--- config.mk ---
export PLATFORM = sky130hd
export DESIGN_NAME = img_sram_ctrl_flat
export DESIGN_NICKNAME = d
export VERILOG_FILES = /design/src/rtl/img_sram_ctrl_if.sv /design/src/rtl/img_sram_ctrl.sv /design/src/flat_wrapper.sv
export SDC_FILE = /design/constraint.sdc
export NUM_CORES = 1
export LEC_CHECK = 0
export ABC_AREA = 1
export CAP_MARGIN = 0
export CELL_PAD_IN_SITES_DETAIL_PLACEMENT = 1
export CELL_PAD_IN_SITES_GLOBAL_PLACEMENT = 1
export CORE_MARGIN = 1
export CORE_UTILIZATION = 40
export CTS_BUF_LIST = sky130_fd_sc_hd__clkbuf_8
export DETAILED_ROUTE_END_ITERATION = 10
export GPL_TIMING_DRIVEN = 1
export MAX_ROUTING_LAYER = met4
export PLACE_DENSITY = 0.93
export REMOVE_ABC_BUFFERS = 1
export SLEW_MARGIN = 20
export SYNTH_ARGS = -nofsm -noshare
export SYNTH_HDL_FRONTEND = slang
export SYNTH_SLANG_ARGS = --single-unit
export TNS_END_PERCENT = 5
--- constraint.sdc ---
create_clock -name clk -period 7.1 [get_ports clk]
set_input_delay 1.065 -clock clk [delete_from_list [all_inputs] [get_ports clk]]
set_output_delay 1.065 -clock clk [all_outputs]
set_load 0.02 [all_outputs]
--- src/rtl/img_sram_ctrl_if.sv ---
// Signal bundle between the image SRAM initiator and the SRAM wrapper.
// The initiator drives the registered address/data/control and samples dout.
interface img_sram_intf;
    logic [7:0] row;
    logic [7:0] col;
    logic [7:0] din;
    logic [7:0] dout;
    logic       write_en;
    logic       sense_en;

    modport mst (output row, col, din, write_en, sense_en, input dout);
    modport slv (input row, col, din, write_en, sense_en, output dout);
endinterface

--- src/rtl/img_sram_ctrl.sv ---
// Burst initiator for the 256x256x8 image SRAM: sequences one access per cycle
// and buffers read returns in a small FIFO so rd_ready back-pressure never drops bytes.
module img_sram_ctrl #(
    parameter int RD_FIFO_DEPTH = 2
) (
    input  logic       clk,
    input  logic       rst_n,
    input  logic       cmd_valid,
    output logic       cmd_ready,
    input  logic       cmd_write,
    input  logic [7:0] cmd_row,
    input  logic [7:0] cmd_col,
    input  logic [7:0] cmd_len,
    input  logic       wr_valid,
    output logic       wr_ready,
    input  logic [7:0] wr_data,
    output logic       rd_valid,
    input  logic       rd_ready,
    output logic [7:0] rd_data,
    output logic       busy,
    img_sram_intf.mst  intf
);
    localparam int PTR_W = (RD_FIFO_DEPTH > 2) ? $clog2(RD_FIFO_DEPTH) : 1;
    localparam int OCC_W = $clog2(RD_FIFO_DEPTH + 1) + 1;

    typedef enum logic [1:0] {IDLE, WRITE, READ} state_t;

    state_t           state;
    logic [15:0]      addr;
    logic [7:0]       count;
    logic             rd_inflight;
    logic [7:0]       fifo_mem [RD_FIFO_DEPTH];
    logic [PTR_W-1:0] wptr;
    logic [PTR_W-1:0] rptr;
    logic [OCC_W-1:0] occ;

    logic             cmd_fire;
    logic             wr_fire;
    logic             pop;
    logic             push;
    logic             issue;
    logic [OCC_W-1:0] committed;

    function automatic logic [PTR_W-1:0] ptr_inc(input logic [PTR_W-1:0] p);
        return (p == PTR_W'(RD_FIFO_DEPTH - 1)) ? '0 : p + PTR_W'(1);
    endfunction

    assign cmd_fire = cmd_valid && cmd_ready;
    assign wr_fire  = wr_valid && wr_ready;
    assign pop      = rd_valid && rd_ready;
    assign push     = rd_inflight;

    // A read may issue only if its byte is guaranteed a FIFO slot when it returns.
    assign committed = occ + OCC_W'(rd_inflight) - OCC_W'(pop);
    assign issue     = (state == READ) && (committed < OCC_W'(RD_FIFO_DEPTH));

    assign rd_valid = (occ != '0);
    assign rd_data  = fifo_mem[rptr];
    assign busy     = (state != IDLE) || rd_inflight || intf.write_en || (occ != '0);

    always_ff @(posedge clk or negedge rst_n) begin
        if (!rst_n) begin
            state         <= IDLE;
            addr          <= '0;
            count         <= '0;
            cmd_ready     <= 1'b0;
            wr_ready      <= 1'b0;
            rd_inflight   <= 1'b0;
            intf.row      <= '0;
            intf.col      <= '0;
            intf.din      <= '0;
            intf.write_en <= 1'b0;
            intf.sense_en <= 1'b1;
        end else begin
            // Hold unless a Write or Read is registered below.
            intf.write_en <= 1'b0;
            intf.sense_en <= 1'b1;
            rd_inflight   <= 1'b0;
            case (state)
                IDLE: begin
                    cmd_ready <= !cmd_fire;
                    if (cmd_fire) begin
                        addr     <= {cmd_row, cmd_col};
                        count    <= cmd_len;
                        wr_ready <= cmd_write;
                        state    <= cmd_write ? WRITE : READ;
                    end
                end
                WRITE: begin
                    if (wr_fire) begin
                        intf.row      <= addr[15:8];
                        intf.col      <= addr[7:0];
                        intf.din      <= wr_data;
                        intf.write_en <= 1'b1;
                        intf.sense_en <= 1'b1;
                        addr          <= addr + 16'd1;
                        count         <= count - 8'd1;
                        if (count == 8'd0) begin
                            wr_ready  <= 1'b0;
                            cmd_ready <= 1'b1;
                            state     <= IDLE;
                        end
                    end
                end
                READ: begin
                    if (issue) begin
                        intf.row      <= addr[15:8];
                        intf.col      <= addr[7:0];
                        intf.write_en <= 1'b0;
                        intf.sense_en <= 1'b0;
                        rd_inflight   <= 1'b1;
                        addr          <= addr + 16'd1;
                        count         <= count - 8'd1;
                        if (count == 8'd0) begin
                            cmd_ready <= 1'b1;
                            state     <= IDLE;
                        end
                    end
                end
                default: begin
                    state     <= IDLE;
                    cmd_ready <= 1'b1;
                    wr_ready  <= 1'b0;
                end
            endcase
        end
    end

    // dout is valid at the edge closing the Read cycle, flagged by rd_inflight.
    always_ff @(posedge clk or negedge rst_n) begin
        if (!rst_n) begin
            for (int i = 0; i < RD_FIFO_DEPTH; i++) fifo_mem[i] <= '0;
            wptr <= '0;
            rptr <= '0;
            occ  <= '0;
        end else begin
            if (push) begin
                fifo_mem[wptr] <= intf.dout;
                wptr           <= ptr_inc(wptr);
            end
            if (pop) rptr <= ptr_inc(rptr);
            occ <= occ + OCC_W'(push) - OCC_W'(pop);
        end
    end
endmodule

--- src/flat_wrapper.sv ---
// flat-port wrapper written by rule: the top's interface ports become plain ports
module img_sram_ctrl_flat 
#(
    parameter int RD_FIFO_DEPTH = 2
)
  (clk, rst_n, cmd_valid, cmd_ready, cmd_write, cmd_row, cmd_col, cmd_len, wr_valid, wr_ready, wr_data, rd_valid, rd_ready, rd_data, busy, intf_row, intf_col, intf_din, intf_write_en, intf_sense_en, intf_dout);
  img_sram_intf intf_i ();
  input  logic clk;
  input  logic rst_n;
  input  logic cmd_valid;
  output logic cmd_ready;
  input  logic cmd_write;
  input  logic [7:0] cmd_row;
  input  logic [7:0] cmd_col;
  input  logic [7:0] cmd_len;
  input  logic wr_valid;
  output logic wr_ready;
  input  logic [7:0] wr_data;
  output logic rd_valid;
  input  logic rd_ready;
  output logic [7:0] rd_data;
  output logic busy;
  output wire logic [$bits(intf_i.row)-1:0] intf_row;
  output wire logic [$bits(intf_i.col)-1:0] intf_col;
  output wire logic [$bits(intf_i.din)-1:0] intf_din;
  output wire logic [$bits(intf_i.write_en)-1:0] intf_write_en;
  output wire logic [$bits(intf_i.sense_en)-1:0] intf_sense_en;
  input wire logic [$bits(intf_i.dout)-1:0] intf_dout;
  assign intf_row = intf_i.row;
  assign intf_col = intf_i.col;
  assign intf_din = intf_i.din;
  assign intf_write_en = intf_i.write_en;
  assign intf_sense_en = intf_i.sense_en;
  assign intf_i.dout = intf_dout;
  img_sram_ctrl #(.RD_FIFO_DEPTH(RD_FIFO_DEPTH)) u_core (.clk(clk), .rst_n(rst_n), .cmd_valid(cmd_valid), .cmd_ready(cmd_ready), .cmd_write(cmd_write), .cmd_row(cmd_row), .cmd_col(cmd_col), .cmd_len(cmd_len), .wr_valid(wr_valid), .wr_ready(wr_ready), .wr_data(wr_data), .rd_valid(rd_valid), .rd_ready(rd_ready), .rd_data(rd_data), .busy(busy), .intf(intf_i));
endmodule
### After elaboration in Yosys (flattened, before gate mapping)

Index checks and enable logic that the tools add are counted.

| word-level totals | value |
|---|---|
| input port bits | 46 |
| flip-flop bits (word level) | 76 |

| cells by class | value |
|---|---|
| mux-type cells | 42 |
| reductions and logical operators | 21 |
| $add $sub $neg | 6 |
| equal/unequal tests | 6 |
| $lt $le $gt $ge | 4 |
| bitwise gates (word level) | 3 |

Operator list:

| kind | number |
|---|---|
| 2-to-1 mux 8 bit | 11 |
| 2-to-1 mux 16 bit | 3 |
| one-hot mux 16 bit (3 select lines) | 1 |
| one-hot mux 8 bit (2 select lines) | 2 |
| one-hot mux 8 bit (3 select lines) | 1 |
| adder 16 x 1 -> 16 bit, second input constant | 1 |
| bitwise mux 16 bit | 1 |
| 2-to-1 mux 1 bit | 14 |
| 2-to-1 mux 2 bit | 5 |
| demux 8 bit (select 1 bit) | 1 |
| zero test 8 bit | 1 |
| inequality test 2 x 1 -> 1 bit, second input constant | 4 |
| AND reduction 4 bit | 2 |
| subtractor 8 x 1 -> 8 bit, second input constant | 1 |
| one-hot mux 1 bit (3 select lines) | 2 |
| one-hot mux 2 bit (3 select lines) | 1 |
| AND reduction 3 bit | 2 |
| nonzero test 3 bit | 2 |
| logical AND 1 bit | 5 |
| greater-or-equal comparator 2 bit, second input constant | 2 |
| NOT 1 -> 2 bit | 2 |
| AND reduction 2 bit | 2 |
| nonzero test 2 bit | 2 |
| adder 3 x 1 -> 3 bit | 1 |
| other kinds (10) | 13 |

### Depth between registers and ports, before layout

| depth | value |
|---|---|
| depth after elaboration | 7 |
| gate-level depth with buffers | 16 |

### Least setup slack after synthesis

No wires, ideal clock.

| path | value |
|---|---|
| path type | input to register |
| start | input rd_ready |
| end | register u_core.addr[10] |
| setup slack | 4.199 ns |
| data arrival time | 2.784 ns |
| stages on the path | 14 |
| path buffers | 2 |
| library setup time | 0.116 ns |
| cell sequence | nand2_1 -> inv_1 -> ha_1 -> inv_1 -> ha_1 -> fa_1 -> inv_1 -> nand3_2 -> nand2_2 -> nand3_2 -> buf_6 -> buf_6 -> nand2_1 -> nand2_1 |

| on the way | value |
|---|---|
| cells in the longest elaborated chain, start to end | 6 |

Ends and longest elaborated chain:

| element | RTL line | text |
|---|---|---|
| start, declared | flat_wrapper.sv:20 | `input logic rd_ready;` |
| logical AND 1 bit | img_sram_ctrl.sv:50 | `assign pop = rd_valid && rd_ready;` |
| named net u_core.pop | img_sram_ctrl.sv:39 | `logic pop;` |
| subtractor 3 x 1 -> 3 bit | img_sram_ctrl.sv:54 | `assign committed = occ + OCC_W'(rd_inflight) - OCC_W'(pop);` |
| named net u_core.committed[1] | img_sram_ctrl.sv:42 | `logic [OCC_W-1:0] committed;` |
| < comparator 3 x 2 -> 1 bit | img_sram_ctrl.sv:55 | `assign issue = (state == READ) && (committed < OCC_W'(RD_FIFO_DEPTH));` |
| logical AND 1 bit | img_sram_ctrl.sv:55 |  |
| inequality test 2 x 1 -> 1 bit (no source line) | - |  |
| AND reduction 4 bit (no source line) | - |  |
| end signal, assigned | img_sram_ctrl.sv:83 | `addr <= {cmd_row, cmd_col};` |
| end signal, assigned | img_sram_ctrl.sv:96 | `addr <= addr + 16'd1;` |
| end signal, assigned | img_sram_ctrl.sv:112 | `addr <= addr + 16'd1;` |
| end, declared | img_sram_ctrl.sv:29 | `logic [15:0] addr;` |

The timed path passes the listed nets, and every way through them passes these cells.
A chain may end at the register's enable or synchronous reset.

### Worst setup path after layout

| path | value |
|---|---|
| start | input rd_ready |
| end | register u_core.addr[15] |

The elaborated chain is that of the path after synthesis.

==> metrics <==
register area share after synthesis around 48%; core box area between 9000 and 10000 µm²; Syn Inst Count between 500 and 600; crit-path max FO 30; Setup WS post-layout between 3 and 4 ns; Antenna Cells 0; Peak supply drop approximately 0.00016 V; num rows 35; skew final around 0.011 ns; Die ar. roughly 10000 µm²; Post-Place Worst Slack 2.898 ns; Slew HR between 30 and 40%; final wirelength approximately 11000 µm; commonest non-fill, non-tap cell in the layout nand2_1; Arr. time, crit path around 4.2 ns; drc violations 0; hold crit path type reg2reg; Cell variety after synth 31; Req. time, crit path about 7.4 ns; Num CTS Buffers 9; startpoint types primary input; Max Freq 257.9 MHz; clk buf depth 2; Starting Density 41.98%; pin count of the biggest net entering global routing 77; RSZ-0062 raised after global routing false; root buffer cell clkbuf_8; Lkg Pwr 2.535 nW; P per Cell Area 480.5 nW/µm²; sw frac between 40 and 50%; die height 101.4 µm; commonest cells after routing, fill and taps aside 243 x nand2_1, 82 x clkdlybuf4s50_1, 75 x dfrtp_1, 56 x inv_1, 52 x o21ai_0; placer congestion estimate ~0.80; Port Buf Inserts 83; WL/cell 15.13 µm; initial antenna violation count 0; Post-DP HPWL between 8000 and 9000 µm; fin. max-slew vios 0; combinational power share 53.3%; vias per cell 5.020; layout cells sized above 1 4.538%; Final Hold Vio Count 0; Syn Std Cell Area about 4000 µm²; Reg clk slew, reported paths roughly 0.09 ns; Crit Path Category in2reg; crit path time final approximately 3.9 ns; setup tns final 0 ns; max_cap viols 0; CP Capture Type flip-flop; Area Growth Syn to Fin 27.07%; flops & latches, synth 76; hold-fix buffers at CTS 0; vias between 3000 and 4000; fillers about 1200; total track usage approximately 25%; Least-Margin Pin Slew approximately 1 ns; # IOs 84; status finished, final reports clean; CTS resizes 0; CTS tree built; Avg Cell Area, Syn between 7 and 8 µm²; part of the power in registers 33.6%; Net count, final 668; first-pass GRT wire length 19040 µm; sw power between 1 and 1.5 mW; Pint 1.252 mW; Syn. warnings 0; H-tree depth 3; GRT overflow 0; Clock Power Share a little over an eighth; Die Wd between 100 and 150 µm; antenna viol nets, final 0; Worst-Skew Late Latency 0.35 ns; Final setup viols 0; setup repair bufs after CTS 0; CTS Sinks 76; drt initial violations roughly 140; router iterations before antenna repair 4; fin crit share 54.61%; vias in the first global route 4092
==> cells in the mapped netlist, drive strengths merged <==
| master | n | share of area [%] |
|---|---|---|
| o21ai | 52 | 6.6 |
| dfrtp | 75 | 47 |
| clkinv | 2 | 0.19 |
| inv | 58 | 5.5 |
| fa | 1 | 0.51 |
| or2 | 4 | 0.63 |
| o21a | 1 | 0.19 |
| xnor2 | 1 | 0.22 |
| mux2i | 1 | 0.25 |
| xor2 | 1 | 0.22 |
| nand3 | 37 | 5.1 |
| buf | 9 | 1.9 |
| nand3b | 1 | 0.19 |
| a21boi | 1 | 0.19 |
| nand4 | 4 | 0.63 |
| nor2 | 18 | 1.7 |
| o211ai | 1 | 0.19 |
| ha | 9 | 2.8 |
| clkbuf | 7 | 0.92 |
| nand2 | 244 | 23 |
| a21oi | 2 | 0.25 |
| nor3 | 3 | 0.38 |
| dfstp | 1 | 0.66 |
==> metrics by stage <==
stage                     hold WS, ns  cells  util, %  cell area (µm²)  total power, mW
after floorplan                0.4529    517        -             3840            1.569
after global placement         0.4611    730    51.38             4837            1.990
after detailed placement       0.4683    730    51.38             4837            2.101
after CTS                      0.4922    746    53.34             5022            2.433
after global routing           0.5197    746    53.34             5022            2.628
final                          0.4878    746    53.34             5022            2.413
==> layout make-up <==
cell class              instances  area [µm²]  share of cell area [%]
flip-flops and latches         76        1903                   37.89
multi-input cells             381        1712                   34.08
repair buffers                 84       835.8                   16.64
inverters                      60       225.2                   4.484
well taps                     129       161.4                   3.214
clock buffers                  10       137.6                   2.740
clock inverters                 6       47.55                  0.9467
==> critical path, stage by stage <==
cell and delay (ns):
clkdlybuf4s50_1 0.40, nand2_1 0.11, inv_1 0.06, ha_1 0.27
inv_1 0.05, ha_1 0.18, fa_1 0.45, inv_1 0.08
nand3_2 0.09, nand2_2 0.11, nand3_2 0.50, inv_2 0.55
nand2_1 0.12, nand2_1 0.10
==> final timing paths <==
check                              startpoint            endpoint  slack, ns  cells after the start
max                                  rd_ready     u_core.addr[15]       3.22                     14
min in group asynchronous               rst_n      u_core.addr[2]       0.86                      1
min                        u_core.intf.din[0]  u_core.intf.din[0]       0.49                      2
max in group asynchronous               rst_n     u_core.addr[10]       5.60                      1
max reg2reg                     u_core.occ[2]     u_core.addr[15]       3.54                     15
min reg2reg                u_core.intf.din[0]  u_core.intf.din[0]       0.49                      2
==> state kept, by name, summed over array words and instances (netlist names) <==
name and cells:
u_core.intf.row 8, u_core.intf.din 8, u_core.wptr 1, u_core.fifo_mem 16, u_core.intf.write_en 1, u_core.occ 3
u_core.intf.sense_en 1, u_core.count 8, u_core.wr_ready 1, u_core.addr 16, u_core.state 2, u_core.cmd_ready 1
u_core.push 1, u_core.rptr 1, u_core.intf.col 8
==> cells by family (layout without fill, tap and decap cells) <==
logic type | after synthesis | in the layout | share of synthesized area, %
adder cells (fa/ha/maj) | 10 | 10 | 3.356
flip-flops | 76 | 76 | 48.15
AO/OA/AOI/OAI | 57 | 57 | 7.408
AND/OR/NAND/NOR | 311 | 311 | 31.85
multiplexers | 1 | 1 | 0.2533
buffers and inverters | 76 | 160 | 8.547
XOR/XNOR | 2 | 2 | 0.4433
==> routing by layer <==
layer  wire length [µm]  up-vias  track usage, %  part of all wire [%]
met1               4849     1844           28.02                    43
met2               5945       78           44.48                    53
met3                363       14           4.279                   3.2
li1                   -     1809               -                     -
met5                  0        -               -                     0
met4                127        0           6.355                   1.1
==> power groups by stage <==
stage | logic (mW) | clock network [mW] | registers [mW]
global route | 1.45 | 0.337 | 0.838
CTS | 1.30 | 0.321 | 0.810
detailed placement | 1.28 | 0 | 0.816
floorplan | 0.722 | 0 | 0.846
finish | 1.29 | 0.318 | 0.810
global placement | 1.19 | 0 | 0.795
Note: power is estimated with default switching activity, not from simulation.
